==> src/rtl/music_pkg.sv <==
// Shared note-format constants, state/duration enums and the half-period lookup
// used by the melody player and its ROM.
package music_pkg;

  localparam int NOTE_W = 8;
  localparam int DUR_W  = 2;
  localparam int OCT_W  = 2;
  localparam int DEG_W  = 4;

  localparam logic [DEG_W-1:0] DEG_REST = 4'd0;
  localparam logic [DEG_W-1:0] DEG_END  = 4'd15;

  localparam logic [31:0] MID_HP [7] = '{
    32'd95602, 32'd85179, 32'd75873, 32'd71633, 32'd63776, 32'd56818, 32'd50607
  };

  typedef enum logic [1:0] {DUR_16, DUR_8, DUR_4, DUR_2} dur_e;
  typedef enum logic [1:0] {ST_IDLE, ST_FETCH, ST_GAP, ST_TONE} state_e;

  // Reserved octave 3 falls through to mid; a result that scales to 0 is held at 1.
  function automatic logic [31:0] half_period(input logic [OCT_W-1:0] oct,
                                              input logic [DEG_W-1:0] deg,
                                              input int shift);
    logic [2:0]  sel;
    logic [31:0] hp;
    sel = (deg[2:0] == 3'd0) ? 3'd0 : deg[2:0] - 3'd1;
    hp  = MID_HP[sel];
    case (oct)
      2'd0:    hp = hp << 1;
      2'd2:    hp = hp >> 1;
      default: hp = hp;
    endcase
    hp = hp >> shift;
    if (hp == 32'd0) hp = 32'd1;
    return hp;
  endfunction

endpackage

==> src/rtl/melody_player_if.sv <==
// Control/status bundle between the keypad/mode logic (master) and the player (slave).
interface melody_player_if #(
  parameter int SONG_CNT = 3,
  parameter int MAX_LEN  = 64
);
  localparam int SEL_W = (SONG_CNT > 1) ? $clog2(SONG_CNT) : 1;
  localparam int IDX_W = (MAX_LEN > 1) ? $clog2(MAX_LEN) : 1;

  logic [SEL_W-1:0] song_sel;
  logic             start;
  logic             stop;
  logic             pause;
  logic             loop;
  logic             pwm;
  logic             busy;
  logic             done;
  logic [IDX_W-1:0] note_idx;

  modport master (output song_sel, start, stop, pause, loop,
                  input  pwm, busy, done, note_idx);
  modport slave  (input  song_sel, start, stop, pause, loop,
                  output pwm, busy, done, note_idx);
endinterface

==> src/rtl/melody_player_rom.sv <==
// Synchronous-read song ROM addressed by {song, index}; unlisted entries read as rest.
// Song 0 is Twinkle Twinkle Little Star, song 1 a single note, song 2 has no END marker.
module melody_rom #(
  parameter int SONG_CNT = 3,
  parameter int MAX_LEN  = 64,
  localparam int SEL_W = (SONG_CNT > 1) ? $clog2(SONG_CNT) : 1,
  localparam int IDX_W = (MAX_LEN > 1) ? $clog2(MAX_LEN) : 1
) (
  input  logic             clk,
  input  logic             rst_n,
  input  logic [SEL_W-1:0] song,
  input  logic [IDX_W-1:0] idx,
  output logic [7:0]       entry
);

  logic [7:0] entry_d, entry_q;

  always_comb begin
    entry_d = 8'h00;
    case (32'(song))
      32'd0: begin
        case (32'(idx))
          32'd0, 32'd1, 32'd13: entry_d = (32'(idx) == 32'd13) ? 8'hD1 : 8'h91;
          32'd2, 32'd3:         entry_d = 8'h95;
          32'd4, 32'd5:         entry_d = 8'h96;
          32'd6:                entry_d = 8'hD5;
          32'd7, 32'd8:         entry_d = 8'h94;
          32'd9, 32'd10:        entry_d = 8'h93;
          32'd11, 32'd12:       entry_d = 8'h92;
          32'd14:               entry_d = 8'h0F;
          default:              entry_d = 8'h00;
        endcase
      end
      32'd1: begin
        case (32'(idx))
          32'd0:   entry_d = 8'h11;
          32'd1:   entry_d = 8'h0F;
          default: entry_d = 8'h00;
        endcase
      end
      32'd2: entry_d = (32'(idx) == 32'd0) ? 8'h41 : 8'h00;
      default: entry_d = 8'h00;
    endcase
  end

  always_ff @(posedge clk or negedge rst_n) begin
    if (!rst_n) entry_q <= 8'h00;
    else        entry_q <= entry_d;
  end

  assign entry = entry_q;

endmodule

==> src/rtl/melody_player.sv <==
// Multi-song melody sequencer: fetches note entries, times gap/tone per note and
// divides the clock into a square wave on pwm.
//   state    | meaning
//   ST_IDLE  | stopped, pwm low
//   ST_FETCH | ROM entry for {song, note_idx} valid; decode or END handling
//   ST_GAP   | leading silence of the current note
//   ST_TONE  | sounding part, pwm toggles every half-period
module melody_player
  import music_pkg::*;
#(
  parameter int CLK_HZ   = 100_000_000,
  parameter int SONG_CNT = 3,
  parameter int MAX_LEN  = 64,
  parameter int TONE_CYC = 10_000_000,
  parameter int GAP_CYC  = 2_500_000,
  parameter int HP_SHIFT = 0
) (
  input logic            clk,
  input logic            rst_n,
  melody_player_if.slave bus
);

  localparam int SEL_W = (SONG_CNT > 1) ? $clog2(SONG_CNT) : 1;
  localparam int IDX_W = (MAX_LEN > 1) ? $clog2(MAX_LEN) : 1;
  localparam logic [31:0]      GAP32      = 32'(GAP_CYC);
  localparam logic [31:0]      TONE32     = 32'(TONE_CYC);
  localparam logic [31:0]      SONG_CNT32 = 32'(SONG_CNT);
  localparam logic [IDX_W-1:0] IDX_LAST   = IDX_W'(MAX_LEN - 1);

  state_e           state_q, state_d;
  logic [SEL_W-1:0] song_q, song_d;
  logic [IDX_W-1:0] idx_q, idx_d;
  logic             last_q, last_d;
  logic [31:0]      cnt_q, cnt_d;
  logic [31:0]      hp_cnt_q, hp_cnt_d;
  logic [31:0]      hp_q, hp_d;
  dur_e             dur_q, dur_d;
  logic             rest_q, rest_d;
  logic             pwm_q, pwm_d;
  logic             busy_q, busy_d;
  logic             done_q, done_d;
  logic [7:0]       entry;
  logic             start_ok, frozen, entry_end;
  logic             unused_clk_hz;

  assign unused_clk_hz = ^(32'(CLK_HZ));

  // ROM is addressed with next-cycle values so the entry is ready in FETCH.
  melody_rom #(.SONG_CNT(SONG_CNT), .MAX_LEN(MAX_LEN)) u_rom (
    .clk   (clk),
    .rst_n (rst_n),
    .song  (song_d),
    .idx   (idx_d),
    .entry (entry)
  );

  assign start_ok  = bus.start && !bus.stop && (32'(bus.song_sel) < SONG_CNT32);
  assign frozen    = bus.pause && ((state_q == ST_GAP) || (state_q == ST_TONE));
  assign entry_end = (entry[3:0] == DEG_END) || last_q;

  always_comb begin
    state_d  = state_q;
    song_d   = song_q;
    idx_d    = idx_q;
    last_d   = last_q;
    cnt_d    = cnt_q;
    hp_cnt_d = hp_cnt_q;
    hp_d     = hp_q;
    dur_d    = dur_q;
    rest_d   = rest_q;
    pwm_d    = 1'b0;
    done_d   = 1'b0;
    if (bus.stop) begin
      state_d = ST_IDLE;
    end else if (start_ok) begin
      state_d = ST_FETCH;
      song_d  = bus.song_sel;
      idx_d   = '0;
      last_d  = 1'b0;
    end else if (!frozen) begin
      case (state_q)
        ST_FETCH: begin
          if (entry_end) begin
            if (bus.loop) begin
              idx_d  = '0;
              last_d = 1'b0;
            end else begin
              state_d = ST_IDLE;
              done_d  = 1'b1;
            end
          end else begin
            state_d = ST_GAP;
            dur_d   = dur_e'(entry[7:6]);
            rest_d  = (entry[3:0] == DEG_REST) || (entry[3:0] > 4'd7);
            hp_d    = half_period(entry[5:4], entry[3:0], HP_SHIFT);
            cnt_d   = (GAP32 << entry[7:6]) - 32'd1;
          end
        end
        ST_GAP: begin
          if (cnt_q == 32'd0) begin
            state_d  = ST_TONE;
            cnt_d    = (TONE32 << dur_q) - 32'd1;
            hp_cnt_d = 32'd0;
          end else begin
            cnt_d = cnt_q - 32'd1;
          end
        end
        ST_TONE: begin
          if (cnt_q == 32'd0) begin
            state_d = ST_FETCH;
            // Past the last slot the next fetch is forced to behave as END.
            if (idx_q == IDX_LAST) last_d = 1'b1;
            else                   idx_d  = idx_q + 1'b1;
          end else begin
            cnt_d = cnt_q - 32'd1;
            if (hp_cnt_q == hp_q - 32'd1) begin
              hp_cnt_d = 32'd0;
              pwm_d    = ~pwm_q & ~rest_q;
            end else begin
              hp_cnt_d = hp_cnt_q + 32'd1;
              pwm_d    = pwm_q & ~rest_q;
            end
          end
        end
        default: state_d = ST_IDLE;
      endcase
    end
    busy_d = (state_d != ST_IDLE);
  end

  always_ff @(posedge clk or negedge rst_n) begin
    if (!rst_n) begin
      state_q  <= ST_IDLE;
      song_q   <= '0;
      idx_q    <= '0;
      last_q   <= 1'b0;
      cnt_q    <= 32'd0;
      hp_cnt_q <= 32'd0;
      hp_q     <= 32'd0;
      dur_q    <= DUR_16;
      rest_q   <= 1'b0;
      pwm_q    <= 1'b0;
      busy_q   <= 1'b0;
      done_q   <= 1'b0;
    end else begin
      state_q  <= state_d;
      song_q   <= song_d;
      idx_q    <= idx_d;
      last_q   <= last_d;
      cnt_q    <= cnt_d;
      hp_cnt_q <= hp_cnt_d;
      hp_q     <= hp_d;
      dur_q    <= dur_d;
      rest_q   <= rest_d;
      pwm_q    <= pwm_d;
      busy_q   <= busy_d;
      done_q   <= done_d;
    end
  end

  assign bus.pwm      = pwm_q;
  assign bus.busy     = busy_q;
  assign bus.done     = done_q;
  assign bus.note_idx = idx_q;

endmodule
==> src/flat_wrapper.sv <==
// flat-port wrapper written by rule: the top's interface ports become plain ports
module melody_player_flat import music_pkg::*;
#(
  parameter int CLK_HZ   = 100_000_000,
  parameter int SONG_CNT = 3,
  parameter int MAX_LEN  = 64,
  parameter int TONE_CYC = 10_000_000,
  parameter int GAP_CYC  = 2_500_000,
  parameter int HP_SHIFT = 0
)
  (clk, rst_n, bus_song_sel, bus_start, bus_stop, bus_pause, bus_loop, bus_pwm, bus_busy, bus_done, bus_note_idx);
  melody_player_if #(.SONG_CNT(SONG_CNT), .MAX_LEN(MAX_LEN)) bus_i ();
  input logic clk;
  input logic rst_n;
  input wire logic [$bits(bus_i.song_sel)-1:0] bus_song_sel;
  input wire logic [$bits(bus_i.start)-1:0] bus_start;
  input wire logic [$bits(bus_i.stop)-1:0] bus_stop;
  input wire logic [$bits(bus_i.pause)-1:0] bus_pause;
  input wire logic [$bits(bus_i.loop)-1:0] bus_loop;
  output wire logic [$bits(bus_i.pwm)-1:0] bus_pwm;
  output wire logic [$bits(bus_i.busy)-1:0] bus_busy;
  output wire logic [$bits(bus_i.done)-1:0] bus_done;
  output wire logic [$bits(bus_i.note_idx)-1:0] bus_note_idx;
  assign bus_i.song_sel = bus_song_sel;
  assign bus_i.start = bus_start;
  assign bus_i.stop = bus_stop;
  assign bus_i.pause = bus_pause;
  assign bus_i.loop = bus_loop;
  assign bus_pwm = bus_i.pwm;
  assign bus_busy = bus_i.busy;
  assign bus_done = bus_i.done;
  assign bus_note_idx = bus_i.note_idx;
  melody_player #(.CLK_HZ(CLK_HZ), .SONG_CNT(SONG_CNT), .MAX_LEN(MAX_LEN), .TONE_CYC(TONE_CYC), .GAP_CYC(GAP_CYC), .HP_SHIFT(HP_SHIFT)) u_core (.clk(clk), .rst_n(rst_n), .bus(bus_i));
endmodule
==> config.mk <==
export PLATFORM = sky130hd
export DESIGN_NAME = melody_player_flat
export DESIGN_NICKNAME = d
export VERILOG_FILES = /design/src/rtl/music_pkg.sv /design/src/rtl/melody_player_if.sv /design/src/rtl/melody_player_rom.sv /design/src/rtl/melody_player.sv /design/src/flat_wrapper.sv
export SDC_FILE = /design/constraint.sdc
export NUM_CORES = 1
export LEC_CHECK = 0
export CAP_MARGIN = 20
export CORE_UTILIZATION = 48
export DETAILED_ROUTE_END_ITERATION = 8
export RECOVER_POWER = 100
export SLEW_MARGIN = 0
export SYNTH_ARGS = -nofsm -noshare
export SYNTH_HDL_FRONTEND = slang
export SYNTH_SLANG_ARGS = --single-unit
export TNS_END_PERCENT = 20
==> constraint.sdc <==
create_clock -name clk -period 7.1 [get_ports clk]
set_input_delay 2.13 -clock clk [delete_from_list [all_inputs] [get_ports clk]]
set_output_delay 2.13 -clock clk [all_outputs]
set_load 0.03 [all_outputs]
==> results of run 1 <==
==> placed cells by master, fill, tap and decap left out, types with 5 or more instances in the layout <==
cell type                       instances
sky130_fd_sc_hd__a21o_1                 6
sky130_fd_sc_hd__a211oi_1               6
sky130_fd_sc_hd__o41ai_1                5
sky130_fd_sc_hd__o31ai_1                5
sky130_fd_sc_hd__nand2_1              135
sky130_fd_sc_hd__xor2_1                10
sky130_fd_sc_hd__or2_2                  7
sky130_fd_sc_hd__or3_1                 12
sky130_fd_sc_hd__a31oi_1               28
sky130_fd_sc_hd__nand3_1               49
sky130_fd_sc_hd__nor3_1                32
sky130_fd_sc_hd__inv_1                 42
sky130_fd_sc_hd__nor2_1                71
sky130_fd_sc_hd__nor2b_1                7
sky130_fd_sc_hd__dfrtp_1              106
sky130_fd_sc_hd__nor4_1                16
sky130_fd_sc_hd__dlygate4sd3_1         11
sky130_fd_sc_hd__xnor2_1               20
sky130_fd_sc_hd__a221oi_1               5
sky130_fd_sc_hd__o311ai_0              14
sky130_fd_sc_hd__buf_4                  8
sky130_fd_sc_hd__o21ai_0               73
sky130_fd_sc_hd__nand2b_1               6
sky130_fd_sc_hd__nand4_1               37
sky130_fd_sc_hd__o211ai_1              11
sky130_fd_sc_hd__or4_1                 16
sky130_fd_sc_hd__mux2i_1               17
sky130_fd_sc_hd__a22o_1                 7
sky130_fd_sc_hd__and3_1                 8
sky130_fd_sc_hd__clkbuf_1               5
sky130_fd_sc_hd__ha_1                  26
sky130_fd_sc_hd__clkbuf_16              9
sky130_fd_sc_hd__a21oi_1               37
==> power groups by stage <==
stage          Clock, mW  Sequential [mW]  Combinational [mW]
6_report           0.498            0.834               0.428
3_5_place_dp           0            0.842               0.430
5_1_grt            0.538            0.852               0.485
3_3_place_gp           0            0.836               0.418
4_1_cts            0.516            0.831               0.431
2_1_floorplan          0            0.781               0.350
==> area by class of cell <==
cell class	count	area [um2]	area share
tap	211	264.0	0.03275
clock buffer	10	239.0	0.02965
inverter	43	161.4	0.02002
multi-input combinational	735	4463	0.5537
timing repair buffer	28	229.0	0.02841
clock inverter	6	51.30	0.006364
sequential	106	2653	0.3291
==> sequential cells by signal (all words and copies together), names as in the netlist <==
signal               cells
u_core.bus.busy          1
u_core.rest_q            1
u_core.song_q            2
u_core.hp_q             18
u_core.state_q           2
u_core.cnt_q            32
u_core.u_rom.entry       7
u_core.bus.done          1
u_core.bus.pwm           1
u_core.dur_q             2
u_core.last_q            1
u_core.bus.note_idx      6
u_core.hp_cnt_q         32
==> layer usage <==
layer / GRT usage / wire length (um)
met5: 0 / 0
met1: 0.3533 / 9330
met2: 0.4528 / 10070
met3: 0.05611 / 1076
met4: 0.07563 / 396
==> logic make-up (layout without fill, tap and decap cells) <==
kind of cell,count (synthesis),count (layout),synth area share
and+or+nand+nor,426,426,0.2862
AOI/OAI and AO/OA,235,235,0.2061
DFF,106,106,0.3532
buffers and inverters,101,87,0.05214
xor gates and xnor gates,30,30,0.03498
adders and majority gates,26,26,0.04331
muxes,18,18,0.02415
==> metrics by stage <==
stage	cell area, um2	setup slack [ps]	util	hold slack, ps	power, mW
2_1_floorplan	7511	2959	-	412.0	1.131
3_3_place_gp	7811	2090	0.5119	474.6	1.254
3_5_place_dp	7811	2070	0.5119	476.9	1.272
4_1_cts	8102	2471	0.5310	487.0	1.778
5_1_grt	8060	1710	0.5282	512.2	1.876
6_report	8060	2072	0.5282	464.1	1.761
==> worst paths after layout <==
kind	end	slack [ps]	cells after the start
max	u_core.hp_cnt_q[20]$_DFFE_PN0P_	2070	8
min	u_core.bus.pwm$_DFF_PN0_	460	1
max reg2reg	u_core.cnt_q[6]$_DFFE_PN0P_	2880	8
min reg2reg	u_core.bus.pwm$_DFF_PN0_	460	1
max in group asynchronous	u_core.bus.pwm$_DFF_PN0_	2820	2
min in group asynchronous	u_core.hp_cnt_q[1]$_DFFE_PN0P_	1920	1
==> reports/qor.txt, run 1 <==
switching power total -> 636.3 uW
CTS Sinks -> 106
number of buffer and inverter stages on the critical path -> 2
classification of the worst-slack hold path -> register to register
startpoint type of the worst setup path -> input pin
fill cell total of the finished layout -> 1474
largest area contributor in the netlist -> sky130_fd_sc_hd__dfrtp_1
setup repair after global routing missed its margin -> false
number of hold buffers added after CTS -> 0
CP Max Fanout -> 37
# resized after CTS -> 0
proportion of synthesized flip-flops having asynchronous set or reset -> 1.000
first element of the critical path -> bus_start
required time of the critical path -> 7340 ps
DIE WIDTH -> 127.1 um
total vias in the final route -> 7125
Leak -> 3.176 nW
Post-synth top flop -> sky130_fd_sc_hd__dfrtp_1
kind of cell adding the most delay to the critical path -> buffers and inverters
result of the run -> finished with violations
aggregate global routing overflow -> 0
startpoint of the worst-slack reg-to-reg timing path -> u_core.cnt_q[20]$_DFFE_PN0P_
switching part of the total -> 0.3614
number of global-route vias before repair -> 6666
insertion delay of the later-clocked pin in the worst-skew pair -> 360 ps
first-pass GRT wire length -> 34.60 mm
hold wc startpoint -> u_core.rest_q$_DFFE_PN0P_
die area -> 16150 um2
synthesis-to-finish area growth -> 7.313%
part of the power in combinational logic -> 0.243
Post-Synthesis Cell Area -> 7511 um2
largest cells by area after synthesis -> sky130_fd_sc_hd__dfrtp_1, sky130_fd_sc_hd__nand2_1, sky130_fd_sc_hd__o21ai_0
maximum clock rate -> 0.1989 GHz
Distinct cells, synth -> 69
number of pins exceeding their max-slew limit in the final report -> 74
average footprint of a synthesized cell -> 7.973 um2
HPWL after detailed placement -> 14.83 mm
number of warning messages in the yosys log -> 0
WL/cell -> 18.33 um
setup fix buffers added after clock tree synthesis -> 0
final setup fails -> 0
final worst path period need -> 5028 ps
chain of cells forming the critical path -> dlygate4sd3_1 > a21boi_0 > or2_0 > nor2_1 > o21ai_0 > clkbuf_1 > or4_1 > nand3_1
most frequent cells after synthesis -> sky130_fd_sc_hd__nand2_1, sky130_fd_sc_hd__dfrtp_1, sky130_fd_sc_hd__nor2_1
starting density of the core -> 0.4923
CTS Buf Count -> 9
internal power of the cells -> 1.125 mW
max_slew headroom -> -0.3104
Setup TNS -> 0 ps
sequential share of the synthesized area -> 0.3532
nets in the synthesized netlist -> 976
leading cell type by number of instances after synthesis -> sky130_fd_sc_hd__nand2_1
largest net degree at the start of global routing -> 73
final cell count without fillers -> 1139
count of antenna diodes in the layout -> 0
worst slew pin tran -> 1966 ps
detailed router's first-iteration violation count -> 624
Routed Antenna Nets -> 0
initial antenna violation count -> 0
number of levels the H-tree was split into -> 3
y dimension of the die -> 127.1 um
Tcrit/Tclk final -> 0.7082
fraction of final layout cells sized beyond drive strength 1 -> 0.04849
type of element capturing the critical path -> register
post-CTS clock slew at the launch and capture registers of the worst setup and hold paths -> 70 ps
vias per cell -> 6.255
Mapped Cells -> 942
number of nets in the finished design -> 957
post-route DRC violation count -> 0
Port Buf Inserts -> 16
CTS tree -> yes
global placer's final weighted congestion -> 0.8882
placeable core region -> 15260 um2
number of synthesized flops with an enable pin -> 0
critical path's slowest cell -> sky130_fd_sc_hd__clkbuf_1
worst clock skew on the final layout -> 11.14 ps
power per unit of standard cell area -> 218.4 nW/um2
largest voltage drop on the vdd net -> 0.0001726 V
maximum buffer depth of the clock tree -> 2
Root Buffer -> sky130_fd_sc_hd__clkbuf_16
global routing usage summed across all routing layers -> 0.2702
fraction of synthesized cell area taken by the top area cell type -> 0.3532
# Max-Cap Violations -> 2
Final Hold Vio Count -> 0
violations in the final reports -> capacitance limit, slew limit
I/O pin total -> 17
power share of the sequential group -> 0.474
placed instance count -> 1122
length of the first detailed-routing pass in iterations -> 5
Placement Rows -> 45
CP Data Arrival Time -> 5270 ps
critical path's largest stage delay -> 1170 ps
type of the setup path with the least slack -> input pin to register
wirelength, routed -> 20.88 mm
portion of total power attributed to the clock network -> 0.283
#FFs+latches synth -> 106
Power figures use the tool's default switching activity.
==> inputs of run 2 (changes only) <==
--- a/config.mk
+++ b/config.mk
@@ -8,6 +8,7 @@
 export CAP_MARGIN = 20
 export CORE_UTILIZATION = 48
 export DETAILED_ROUTE_END_ITERATION = 8
+export PLACE_DENSITY = 0.67
 export RECOVER_POWER = 100
 export SLEW_MARGIN = 0
 export SYNTH_ARGS = -nofsm -noshare
==> constraint.sdc (replaced) <==
create_clock -name clk -period 4.15 [get_ports clk]
set_input_delay 1.245 -clock clk [delete_from_list [all_inputs] [get_ports clk]]
set_output_delay 1.245 -clock clk [all_outputs]
set_load 0.03 [all_outputs]
==> reports/qor.txt, run 2 (synthesis results as in run 1) <==
Placement Rows -> 45
wirelength, routed -> 19.25 mm
first-pass GRT wire length -> 32.41 mm
portion of total power attributed to the clock network -> 0.297
starting density of the core -> 0.4923
first element of the critical path -> u_core.cnt_q[6]$_DFFE_PN0P_
post-place setup slack -> 281.3 ps
switching part of the total -> 0.3472
Post-Layout Inst Area -> 8153 um2
detailed router's first-iteration violation count -> 675
number of levels the H-tree was split into -> 3
DIE WIDTH -> 127.1 um
part of the power in combinational logic -> 0.245
initial antenna violation count -> 0
Root Buffer -> sky130_fd_sc_hd__clkbuf_16
maximum clock rate -> 0.2631 GHz
insertion delay of the later-clocked pin in the worst-skew pair -> 360 ps
CP Data Arrival Time -> 4040 ps
violations in the final reports -> capacitance limit, slew limit
number of buffer and inverter stages on the critical path -> 1
startpoint type of the worst setup path -> register
result of the run -> finished with violations
power per unit of standard cell area -> 375.3 nW/um2
leading cell type in the layout, fill and taps excluded -> sky130_fd_sc_hd__nand2_1
startpoint of the worst-slack reg-to-reg timing path -> u_core.cnt_q[6]$_DFFE_PN0P_
I/O pin total -> 17
placeable core region -> 15260 um2
die area -> 16150 um2
final worst path period need -> 3801 ps
CP Depth -> 8
CTS Buf Count -> 9
Port Buf Inserts -> 16
critical path's largest stage delay -> 730 ps
final core occ -> 0.5343
kind of cell adding the most delay to the critical path -> simple AND/OR/NAND/NOR gates
aggregate global routing overflow -> 0
power after layout -> 3.060 mW
power share of the sequential group -> 0.457
number of pins exceeding their max-slew limit in the final report -> 62
CTS Sinks -> 106
max_slew headroom -> -0.03844
chain of cells forming the critical path -> or4_4 > or4_1 > nor3_1 > buf_4 > and3_1 > o31ai_1 > or4_4 > o41ai_1
global routing usage summed across all routing layers -> 0.2494
largest voltage drop on the vdd net -> 0.0002219 V
number of nets in the finished design -> 969
total vias in the final route -> 7076
switching power total -> 1.062 mW
CP Max Fanout -> 5
count of antenna diodes in the layout -> 0
post-CTS clock slew at the launch and capture registers of the worst setup and hold paths -> 70 ps
Final Hold Vio Count -> 0
final setup fails -> 0
setup fix buffers added after clock tree synthesis -> 0
post-place instance area -> 7921 um2
Leak -> 3.233 nW
maximum buffer depth of the clock tree -> 2
placed instance count -> 1135
count of cells along the worst register-to-register path -> 8
worst slew pin tran -> 1558 ps
most frequent cells in the layout -> sky130_fd_sc_hd__nand2_1, sky130_fd_sc_hd__dfrtp_1, sky130_fd_sc_hd__nor2_1, sky130_fd_sc_hd__o21ai_0, sky130_fd_sc_hd__nand3_1
Setup TNS -> 0 ps
vias per cell -> 6.148
required time of the critical path -> 4390 ps
y dimension of the die -> 127.1 um
biggest regs -> u_core.cnt_q (32), u_core.hp_cnt_q (32), u_core.hp_q (18)
HPWL after detailed placement -> 13.78 mm
most frequent cell on the critical path -> sky130_fd_sc_hd__or4_4
largest net degree at the start of global routing -> 62
WL/cell -> 16.73 um
type of element capturing the critical path -> register
Tcrit/Tclk final -> 0.9160
synthesis-to-finish area growth -> 8.546%
global placer's final weighted congestion -> 0.9079
setup repair after global routing missed its margin -> false
number of hold buffers added after CTS -> 0
Routed Antenna Nets -> 0
critical path's slowest cell -> sky130_fd_sc_hd__or4_1
# resized after CTS -> 0
internal power of the cells -> 1.997 mW
length of the first detailed-routing pass in iterations -> 7
post-route DRC violation count -> 0
worst hold slack -> 432.2 ps
CTS tree -> yes
# Max-Cap Violations -> 1
final cell count without fillers -> 1151
fraction of final layout cells sized beyond drive strength 1 -> 0.05957
number of global-route vias before repair -> 6231
classification of the worst-slack hold path -> register to register
type of the setup path with the least slack -> register to register
worst clock skew on the final layout -> 15.13 ps
least setup slack across all paths after layout -> 348.6 ps
WHS Path Cells -> 1
hold wc startpoint -> u_core.rest_q$_DFFE_PN0P_
run 2: cell count changes in the layout (fill, tap and decap cells not counted), moves of 2 or more:
cell and change:
sky130_fd_sc_hd__clkbuf_1 +3, sky130_fd_sc_hd__o21ai_2 +2, sky130_fd_sc_hd__clkbuf_2 +3, sky130_fd_sc_hd__buf_4 +6, sky130_fd_sc_hd__o21ai_0 -2, sky130_fd_sc_hd__clkinv_4 -4
run 2: layer usage:
metal  GRT usage  routed length, um
met1      0.3892               9836
met2      0.3636               8142
met3     0.02471               1014
met4     0.06933                260
met5           0                  0
run 2: cell type report:
type	count	area [um2]
clock buffer	10	239.0
clock inverter	6	71.32
fill	1458	7106
inverter	43	161.4
multi-input combinational	735	4464
sequential	106	2653
tap	211	264.0
timing repair buffer	40	300.3
run 2: path summary, 6_finish.rpt:
kind,endpoint,slack (ps)
setup / recovery,u_core.u_rom.entry[1]$_DFF_PN0_,350
max in group asynchronous,u_core.song_q[1]$_DFF_PN0_,770
hold / removal,u_core.bus.pwm$_DFF_PN0_,430
hold reg to reg,u_core.bus.pwm$_DFF_PN0_,430
min in group asynchronous,u_core.cnt_q[1]$_DFFE_PN0P_,1180
setup reg to reg,u_core.u_rom.entry[1]$_DFF_PN0_,350
run 2: power by group through the flow:
| stage | clock network, mW | logic [mW] | registers [mW] |
|---|---|---|---|
| 2_1_floorplan | 0 | 0.598 | 1.34 |
| 3_3_place_gp | 0 | 0.739 | 1.42 |
| 3_5_place_dp | 0 | 0.750 | 1.42 |
| 4_1_cts | 0.931 | 0.754 | 1.40 |
| 5_1_grt | 0.973 | 0.849 | 1.43 |
| 6_report | 0.909 | 0.751 | 1.40 |
==> inputs of run 3 (changes only) <==
--- a/config.mk
+++ b/config.mk
@@ -10,8 +10,8 @@
 export DETAILED_ROUTE_END_ITERATION = 8
 export PLACE_DENSITY = 0.67
 export RECOVER_POWER = 100
-export SLEW_MARGIN = 0
+export SLEW_MARGIN = 20
 export SYNTH_ARGS = -nofsm -noshare
 export SYNTH_HDL_FRONTEND = slang
 export SYNTH_SLANG_ARGS = --single-unit
-export TNS_END_PERCENT = 20
+export TNS_END_PERCENT = 10
==> results of run 3 <==
The final DEF is identical to that of run 2; final timing and power are the same.
